**config.mk**
```make
export PLATFORM = sky130hd
export DESIGN_NAME = chg_entry_queue
export DESIGN_NICKNAME = d
export VERILOG_FILES = /design/src/rtl/chg_entry_queue.sv
export SDC_FILE = /design/constraint.sdc
export NUM_CORES = 1
export LEC_CHECK = 0
export ABC_CLOCK_PERIOD_IN_PS = 4700
export CORE_MARGIN = 2
export CORE_UTILIZATION = 40
export CTS_CLUSTER_DIAMETER = 40
export CTS_CLUSTER_SIZE = 24
export DETAILED_ROUTE_END_ITERATION = 10
export PLACE_DENSITY = 0.6
export SETUP_SLACK_MARGIN = 0.5
export SLEW_MARGIN = 40
export SYNTH_ARGS = -nofsm -noshare
export SYNTH_HDL_FRONTEND = slang
export SYNTH_SLANG_ARGS = --single-unit
```
**constraint.sdc**
```tcl
create_clock -name clock -period 4.7 [get_ports clock]
set_input_delay 0.94 -clock clock [delete_from_list [all_inputs] [get_ports clock]]
set_output_delay 0.94 -clock clock [all_outputs]
set_load 0.005 [all_outputs]
```
**src/rtl/chg_entry_queue.sv**
```systemverilog
// Change-record FIFO feeding the Y-integration core, with list terminator detection.
// Optional SYM_EXPAND_EN: off-diagonal records are presented twice (as stored, then row/col swapped).
module chg_entry_queue #(
    parameter int DEPTH = 8
) (
    input  logic        clock,
    input  logic        reset,
    input  logic [15:0] in_row,
    input  logic [15:0] in_col,
    input  logic [23:0] in_real,
    input  logic [23:0] in_img,
    input  logic        in_valid,
    output logic        in_ready,
    output logic [15:0] out_row,
    output logic [15:0] out_col,
    output logic [23:0] out_real,
    output logic [23:0] out_img,
    output logic        out_valid,
    input  logic        out_ready,
    output logic        list_done,
    output logic [15:0] entry_cnt
);

    localparam int AW = (DEPTH > 1) ? $clog2(DEPTH) : 1;
    localparam int CW = AW + 1;

    logic [79:0]   mem [DEPTH];
    logic [AW-1:0] wr_ptr_q, wr_ptr_d;
    logic [AW-1:0] rd_ptr_q, rd_ptr_d;
    logic [CW-1:0] count_q, count_d;
    logic          list_end_q, list_end_d;
    logic [15:0]   entry_cnt_q, entry_cnt_d;

    logic [79:0] head;
    logic [15:0] head_row, head_col;
    logic        is_term, in_hs, push, pop, deq, mirror;

    assign head     = mem[rd_ptr_q];
    assign head_row = head[79:64];
    assign head_col = head[63:48];

    assign is_term = (in_row == 16'hFFFF) && (in_col == 16'hFFFF);
    assign in_hs   = in_valid && in_ready;
    assign push    = in_hs && !is_term;
    assign pop     = out_valid && out_ready;

`ifdef SYM_EXPAND_EN
    typedef enum logic {ORIG, MIRROR} state_e;
    state_e state_q;

    assign mirror = (state_q == MIRROR);
    // Off-diagonal heads stay put for one extra handshake to emit the transposed copy.
    assign deq    = pop && (mirror || (head_row == head_col));

    always_ff @(posedge clock or posedge reset) begin
        if (reset) begin
            state_q <= ORIG;
        end else if (pop) begin
            state_q <= (!mirror && (head_row != head_col)) ? MIRROR : ORIG;
        end
    end
`else
    assign mirror = 1'b0;
    assign deq    = pop;
`endif

    always_comb begin
        wr_ptr_d    = wr_ptr_q;
        rd_ptr_d    = rd_ptr_q;
        count_d     = count_q;
        list_end_d  = list_end_q;
        entry_cnt_d = entry_cnt_q;
        if (push) wr_ptr_d = wr_ptr_q + 1'b1;
        if (deq)  rd_ptr_d = rd_ptr_q + 1'b1;
        case ({push, deq})
            2'b10:   count_d = count_q + 1'b1;
            2'b01:   count_d = count_q - 1'b1;
            default: count_d = count_q;
        endcase
        if (in_hs && is_term) list_end_d = 1'b1;
        if (pop && (entry_cnt_q != 16'hFFFF)) entry_cnt_d = entry_cnt_q + 16'd1;
    end

    always_ff @(posedge clock or posedge reset) begin
        if (reset) begin
            wr_ptr_q    <= '0;
            rd_ptr_q    <= '0;
            count_q     <= '0;
            list_end_q  <= 1'b0;
            entry_cnt_q <= '0;
        end else begin
            wr_ptr_q    <= wr_ptr_d;
            rd_ptr_q    <= rd_ptr_d;
            count_q     <= count_d;
            list_end_q  <= list_end_d;
            entry_cnt_q <= entry_cnt_d;
        end
    end

    // Storage needs no reset; contents are only observed while out_valid is high.
    always_ff @(posedge clock) begin
        if (push) mem[wr_ptr_q] <= {in_row, in_col, in_real, in_img};
    end

    assign in_ready  = !list_end_q && (count_q != CW'(DEPTH));
    assign out_valid = (count_q != '0);
    // Count clears asynchronously, so gating on out_valid forces zero data during reset.
    assign out_row   = !out_valid ? 16'd0 : (mirror ? head_col : head_row);
    assign out_col   = !out_valid ? 16'd0 : (mirror ? head_row : head_col);
    assign out_real  = !out_valid ? 24'd0 : head[47:24];
    assign out_img   = !out_valid ? 24'd0 : head[23:0];
    assign list_done = list_end_q && (count_q == '0) && !mirror;
    assign entry_cnt = entry_cnt_q;

endmodule
```
Word level (Yosys, flattened, before mapping)
Memory sizes are Yosys's and may differ from the RTL's. Cells that the tools add are included.

Bits in registers: 27. Bits in writable memories: 640. Input bits: 84. Output and inout bits: 99. Logic and storage cells: 37. Memories kept: 1.

Add/subtract/negate cells: 5. Eq/ne operators: 6. Mux-type cells: 7. Reduce and logical (&&, ||, !) cells: 13.

Memories: mem (words 8, bits a word 80, rd ports 1, clocked after Yosys merged registers in 0, write ports 1, line 27) `logic [79:0] mem [DEPTH];`.

Operators by type and width (count): 24-bit 2-to-1 mux (2); 16-bit == test, second input constant (2); 16-bit 2-to-1 mux (2); 16-bit by 1-bit adder with 16-bit output, second input constant (1); 16-bit != test, second input constant (1); 1-bit logical AND (8); 4-bit one-hot mux with 2 select lines (1); 3-bit by 1-bit adder with 3-bit output, second input constant (2); 4-bit by 1-bit adder with 4-bit output, second input constant (1); 4-bit zero test (1); 4-bit != test, second input constant (1); 4-bit nonzero test (1); 4-bit by 1-bit subtractor with 4-bit output, second input constant (1); 2-bit by 1-bit == test with 1-bit output, second input constant (1); 2-bit == test, second input constant (1); 1-bit zero test (2); 1-bit 2-to-1 mux (2); 2-bit nonzero test (1).

Longest topological paths before layout
Gate-level depths: netlist (run 1).

Word-level depth: 6. Gate-level depth with buffers: 13. Mapped depth without buffers: 11.

Least setup slack after synthesis (run 1)
No wires, ideal clock.

Path type: input port to flip-flop. Start point: input in_valid. End point: memory mem[3][0], enable pin. Setup time: 448 ps. Data arrival time: 3493 ps. Required time: 4252 ps. Slack: 758 ps. Stages: 5. Cells stage by stage: inv_1 > a211o_1 > a21oi_2 > buf_2 > and4b_1.

Cells in the longest elaborated chain, start to end: 4.

RTL lines: start: declaration (line 12) `input logic in_valid,`; 1-bit logical AND (line 43) `assign in_hs = in_valid && in_ready;`; 1-bit logical AND (line 44) `assign push = in_hs && !is_term;`; 1-bit 2-to-1 mux (line 102) `if (push) mem[wr_ptr_q] <= {in_row, in_col, in_real, in_img};`; 1-bit 2-to-1 mux (not written as such) (line 102); end: declaration (line 27).

No other way between the ends.

Worst setup path after layout (run 1)
Start point: register rd_ptr_q[1]. End point: output out_img[20].

Cells in the longest elaborated chain, start to end: 2.

RTL lines: start: declaration (line 29) `logic [AW-1:0] rd_ptr_q, rd_ptr_d;`; start signal: assignment (line 93) `rd_ptr_q <= rd_ptr_d;`; memory read 8 x 80 bit; 24-bit 2-to-1 mux (line 111) `assign out_img = !out_valid ? 24'd0 : head[23:0];`; end: declaration (line 17) `output logic [23:0] out_img,`.

No other way between the ends.

==> reports/results.txt, run 1 <==
worst hold start = entry_cnt[15]
core area = 63300 µm²
worst path cell trace = buf_4 -> mux4_2 -> mux2i_1 -> nor2_1 -> clkdlybuf4s50_1
synthesis-to-layout area growth = 25.1%
I/O pins = 183
vias in the first global route = 13229
initial antenna violation count = 3
dominant synthesized flop cell = edfxtp_1
max incr delay on CP = 0.74 ns
Die H = 258 µm
syn nets = 1244
Peak VDD IR = 0.338 mV
final core occ = 50.8%
Worst Setup End Kind = output pin
Die X = 258 µm
Synthesis Warnings = 0
number of synthesized register bits = 667
HP Class = flop to flop
full die area = 66300 µm²
Least-Margin Pin Slew = 0.828 ns
fin area = 32200 µm²
RR Startpoint = count_q[1]
Layout Nets = 1510
ANT cells = 0
status = finished clean
final period utilization = 83.6%
First-pass DRT Iterations = 4
Placer Congestion = 0.742
Worst EP required = 3.76 ns
f_max = 0.255 GHz
H-tree lvl count = 3
clk buf depth = 3
Sink Count = 667
number of flops mapped to enable cells by yosys = 640
Avg Inst Size Synth = 22.3 µm²
Metal-1 WL = 24500 µm
HPWL Detailed = 32500 µm
root buf cell = clkbuf_16
first-pass GRT wire length = 85000 µm
port bufs = 182
Setup Viol. Count Final = 0
sequential share of the synthesized area = 77.4%
Worst-path clk slew = 0.06 ns
GRT Total Usage = 17.2%
routed len/inst = 23.9 µm
unrepaired setup endpoints after global routing = no
routed vias = 12325
CTS buffer count = 89
Crit path arrival time = 2.99 ns
worst skew pair latency = 0.62 ns
dpl cell area = 28900 µm²
Final TNS setup = 0 ns
max layer used = met5
crit path time final = 3.93 ns
DRT iter0 DRCs = 787
Met3 Routed Length = 3010 µm
dpl ws = 0.550 ns
final hold violations = 0
Slew Limit Fails = 0
Mapped Area = 25700 µm²
Worst slew margin = 44.8%
row count = 92
total gr overflow = 0
CP max FO = 23
Gate Count Post-Synth = 1154
Clock Skews = 0.0226 ns
Starting Density = 40.6%
crit start category = flop
Setup CP Type = flop to output pin
WL met2 = 27300 µm
Worst Setup SP = rd_ptr_q[1]
post-synth cell types = 37
Leakage = 10.6 nW
Post-synth ARST share = 4.05%
Worst path slowest cell = dfrtp_4
ratio of cells with drive above 1 in the final layout = 25.8%
max cap viols = 0
largest net degree at the start of global routing = 82
Final WS setup = 0.771 ns
final wirelength = 55800 µm
PD cells = 591 nW/µm²
Remaining DRCs = 0
antenna-violating nets left = 0
CTS tree = done
Via density = 5.27
==> power breakdown <==
part	switching (mW)	internal [mW]	total (mW)
combinational	2.27	2.92	5.19
sequential	0.241	6.58	6.82
clock	2.72	4.29	7.01
total	5.22	13.8	19.0
==> layout by cell type, fill, tap and decap left out, drive strengths merged, types with 2 or more instances in the layout <==
master / synthesis / routed
xor2: 9 / 9
mux4: 160 / 160
o21ai: 3 / 3
and3: 2 / 2
inv: 8 / 34
clkinv: 0 / 25
a21oi: 4 / 4
clkdlybuf4s50: 0 / 182
and4b: 3 / 3
nor3: 2 / 2
mux2: 4 / 4
nand3: 6 / 6
nor4: 4 / 4
and3b: 2 / 2
nand2: 7 / 7
clkbuf: 24 / 95
xnor2: 14 / 14
buf: 33 / 50
and4: 4 / 4
mux2i: 81 / 81
ha: 6 / 6
nor2: 85 / 85
clkinvlp: 0 / 8
dfrtp: 27 / 27
nand4: 15 / 15
bufinv: 0 / 11
and4bb: 3 / 3
edfxtp: 640 / 640
==> routing by layer <==
layer | vias to the layer above | global-route usage (%)
met5 | - | 0
met4 | 6 | 4.91
met3 | 68 | 3.30
met2 | 345 | 27.8
met1 | 6535 | 23.9
li1 | 5371 | -
==> kinds of logic (layout without fill, tap and decap cells) <==
group / after synthesis / in the layout / share of synthesized area, %
xor gates and xnor gates: 23 / 23 / 0.783
buffers and inverters: 65 / 405 / 1.21
muxes: 245 / 245 / 17.3
DFF: 667 / 667 / 77.4
and+or+nand+nor: 136 / 136 / 2.58
adders and majority gates: 6 / 6 / 0.292
AOI/OAI and AO/OA: 12 / 12 / 0.443
==> cell usage after synthesis (2+ instances only) <==
cell type	instances	area (µm²)
nand2_1	7	26.3
ha_1	6	75.1
xor2_1	9	78.8
dfrtp_1	27	676
nor2_1	85	319
and3b_1	2	17.5
inv_1	8	30.0
nand3_1	6	30.0
mux4_2	160	3600
a21oi_1	3	15.0
o21ai_0	3	15.0
and3_1	2	12.5
mux2i_1	81	811
xnor2_1	14	123
mux2_2	4	45.0
nor3_1	2	10.0
and4b_1	3	30.0
edfxtp_1	640	19200
and4_1	4	35.0
buf_2	23	115
nand4_1	15	93.8
buf_4	8	60.1
clkbuf_1	24	90.1
nor4_1	3	18.8
and4bb_1	3	37.5
==> sequential cells by signal (all words and copies together) (netlist names) <==
register and flops:
mem 640, entry_cnt 16, count_q 4, rd_ptr_q 3
wr_ptr_q 3, list_end_q 1
==> worst max-delay path: cells and delay by family, from the launching register on <==
kind,cells,cell delay [ns]
muxes,2,0.71
DFF,1,0.74
buffers and inverters,2,0.82
and+or+nand+nor,1,0.09
==> repair_timing <==
item	in CTS	in global routing
endpoints found under the hold margin	0	0
setup endpoints to repair	6	2
buffers inserted	1	11
pin swaps	0	0
resized for setup	0	1
hold buffers	0	0
==> cell type report <==
type	instances	area, µm²
fill	5013	31100
sequential	667	19900
multi-input combinational	422	5550
timing repair buffer	232	2450
clock buffer	95	2310
tap	846	1060
clock inverter	70	860
inverter	8	30.0
==> through the flow <==
stage          hold slack (ns)  instances  power [mW]
6_report                 0.498       2340        19.0
5_1_grt                  0.521       2340        19.8
4_1_cts                  0.498       2329        19.2
3_5_place_dp             0.491       2163        12.1
3_3_place_gp             0.474       2159        12.1
2_1_floorplan            0.478       1154        9.79
==> final timing paths <==
path / to / slack, ns / cells past startpoint
worst max-delay path: out_img[20] / 0.77 / 5
worst min-delay path: entry_cnt[15] / 0.50 / 1
worst max register to register: mem[0][66] / 1.67 / 5
worst min register to register: entry_cnt[15] / 0.50 / 1
max in group asynchronous: rd_ptr_q[1] / 3.71 / 3
min in group asynchronous: entry_cnt[2] / 0.68 / 3
No activity file was read; power rests on OpenSTA's default activity.
==> run 2: changes to the inputs <==
Settings changed: ABC_CLOCK_PERIOD_IN_PS 4700 to 3750.
Clock period 4.7 ns to 3.75 ns, I/O delays scaled along.
==> run 2 against run 1 <==
Via count up 3.7%; register-to-register slack worse by 0.53 ns; count of clock-buffer cells in the layout up 10; sequential share of layout area down 2.9 points; critical path depth up 1; largest power group unchanged; highest routed layer unchanged.
==> reports/results.txt, run 2 (same netlist as run 1, synthesis figures left out) <==
status = finished clean
GRT Total Usage = 17.8%
Setup Viol. Count Final = 0
Die X = 258 µm
ratio of cells with drive above 1 in the final layout = 35.8%
CP max FO = 7
max layer used = met5
crit start category = flop
max incr delay on CP = 0.51 ns
Biggest register = mem
antenna-violating nets left = 0
Starting Density = 40.6%
f_max = 0.292 GHz
most common cell after layout, fill and taps aside = edfxtp_1
worst path cell trace = buf_12 -> buf_16 -> mux4_2 -> mux2i_2 -> nor2_1 -> clkdlybuf4s50_1
HP Class = primary input to async pin
Final TNS setup = 0 ns
Sink Count = 667
final period utilization = 91.2%
hold_buf cts = 0
Worst path slowest cell = mux4_2
row count = 92
Crit path arrival time = 2.67 ns
port bufs = 182
Least-Margin Pin Slew = 0.645 ns
unrepaired setup endpoints after global routing = yes
Worst EP required = 3.00 ns
HPWL Detailed = 31500 µm
Worst Setup SP = rd_ptr_q[0]
vias in the first global route = 13550
buffers plus inverters on the worst setup path = 3
initial antenna violation count = 10
Peak VDD IR = 0.594 mV
routed len/inst = 24.0 µm
CTS tree = done
Leakage = 11.5 nW
CTS buffer count = 95
Worst slew margin = 56.8%
H-tree lvl count = 3
RR Startpoint = count_q[0]
Worst Setup End Kind = output pin
DRT iter0 DRCs = 946
Remaining DRCs = 0
max cap viols = 0
First-pass DRT Iterations = 7
I/O pins = 183
Worst-path clk slew = 0.06 ns
final wirelength = 58800 µm
crit path time final = 3.42 ns
synthesis-to-layout area growth = 31.2%
Clock Skews = 0.0276 ns
Metal-1 WL = 25400 µm
CP delay by family, top = buffers and inverters
WL met2 = 29200 µm
Via density = 5.22
Placer Congestion = 0.728
Slew Limit Fails = 0
Design Power = 25.6 mW
Met3 Routed Length = 3210 µm
number of flip-flops in the largest register = 640
Setup CP Type = flop to output pin
first-pass GRT wire length = 87200 µm
root buf cell = clkbuf_16
Layout Nets = 1607
core area = 63300 µm²
Die H = 258 µm
largest net degree at the start of global routing = 52
final hold violations = 0
most frequent cells in the layout = edfxtp_1, mux4_2, clkdlybuf4s50_1
PD cells = 757 nW/µm²
full die area = 66300 µm²
routed vias = 12775
total gr overflow = 0
worst skew pair latency = 0.64 ns
R2R Setup Slk = 1.14 ns
clk buf depth = 3
## run 2: changes by cell type in the layout (fill, tap and decap cells not counted), sizes merged, moves of 2 or more
cell	previous run	this run
inv	34	37
clkdlybuf4s15	0	3
buf	50	171
diode	0	2
clkdlybuf4s50	182	111
dlymetal6s2s	0	17
clkinvlp	8	13
clkbuf	95	125
bufinv	11	7
## run 2: path summary, 6_finish.rpt
check                      cells past startpoint            end
max in group asynchronous                      3   entry_cnt[8]
min reg2reg                                    1  entry_cnt[15]
max                                            6     out_img[4]
min in group clock                             1  entry_cnt[15]
min                                            2   entry_cnt[4]
max reg2reg                                    9     count_q[2]
## run 2: final cells by class
| type | count | area [µm²] |
|---|---|---|
| clock buffers | 105 | 2520 |
| flip-flops and latches | 667 | 19900 |
| well taps | 846 | 1060 |
| clock inverters | 75 | 808 |
| fillers | 4935 | 29600 |
| diodes | 2 | 5.00 |
| repair buffers | 323 | 3720 |
| multi-input cells | 422 | 5700 |
| inverters | 8 | 30.0 |
## run 2: repair_timing
| item | in CTS | in global routing |
|---|---|---|
| gates resized for setup | 204 | 93 |
| pin swaps | 10 | 27 |
| cloned | 12 | 1 |
| setup endpoints to repair | 82 | 79 |
| buffers inserted | 46 | 35 |
## run 2: per-layer routing
metal	track usage, %	up-vias
li1	-	5601
met1	24.0	6766
met2	29.2	318
met3	4.00	76
met4	5.19	14
met5	0	-
## run 2: power by group
part | internal [mW] | switching [mW]
combinational | 4.64 | 3.39
clock | 5.50 | 3.55
sequential | 8.25 | 0.230
total | 18.4 | 7.17
## run 2: worst reg2reg max path: cells and delay by family (launching register included)
| family | cells | cell delay, ns |
|---|---|---|
| AO/OA/AOI/OAI | 2 | 0.86 |
| flip-flops | 1 | 0.50 |
| XOR/XNOR | 3 | 0.45 |
| adder cells (fa/ha/maj) | 2 | 0.44 |
| buffers and inverters | 1 | 0.19 |
| AND/OR/NAND/NOR | 1 | 0.06 |
## run 2: metrics by stage
step / area, µm² / worst slack [ns] / hold WS, ns / utilization (%) / instances
after floorplan: 25700 / 0.765 / 0.478 / - / 1154
final: 33700 / 0.329 / 0.468 / 53.3 / 2448
after detailed placement: 29100 / 0.380 / 0.486 / 46.0 / 2172
after global placement: 29100 / 0.376 / 0.480 / 46.0 / 2172
after CTS: 33300 / 0.243 / 0.453 / 52.6 / 2410
after global routing: 33700 / 0.221 / 0.499 / 53.3 / 2447
==> run 3: changes to the inputs <==
Settings changed: HOLD_SLACK_MARGIN set to 0.02.
==> results of run 3 <==
Same layout as run 2: the final DEF is identical, and so are final timing and power.
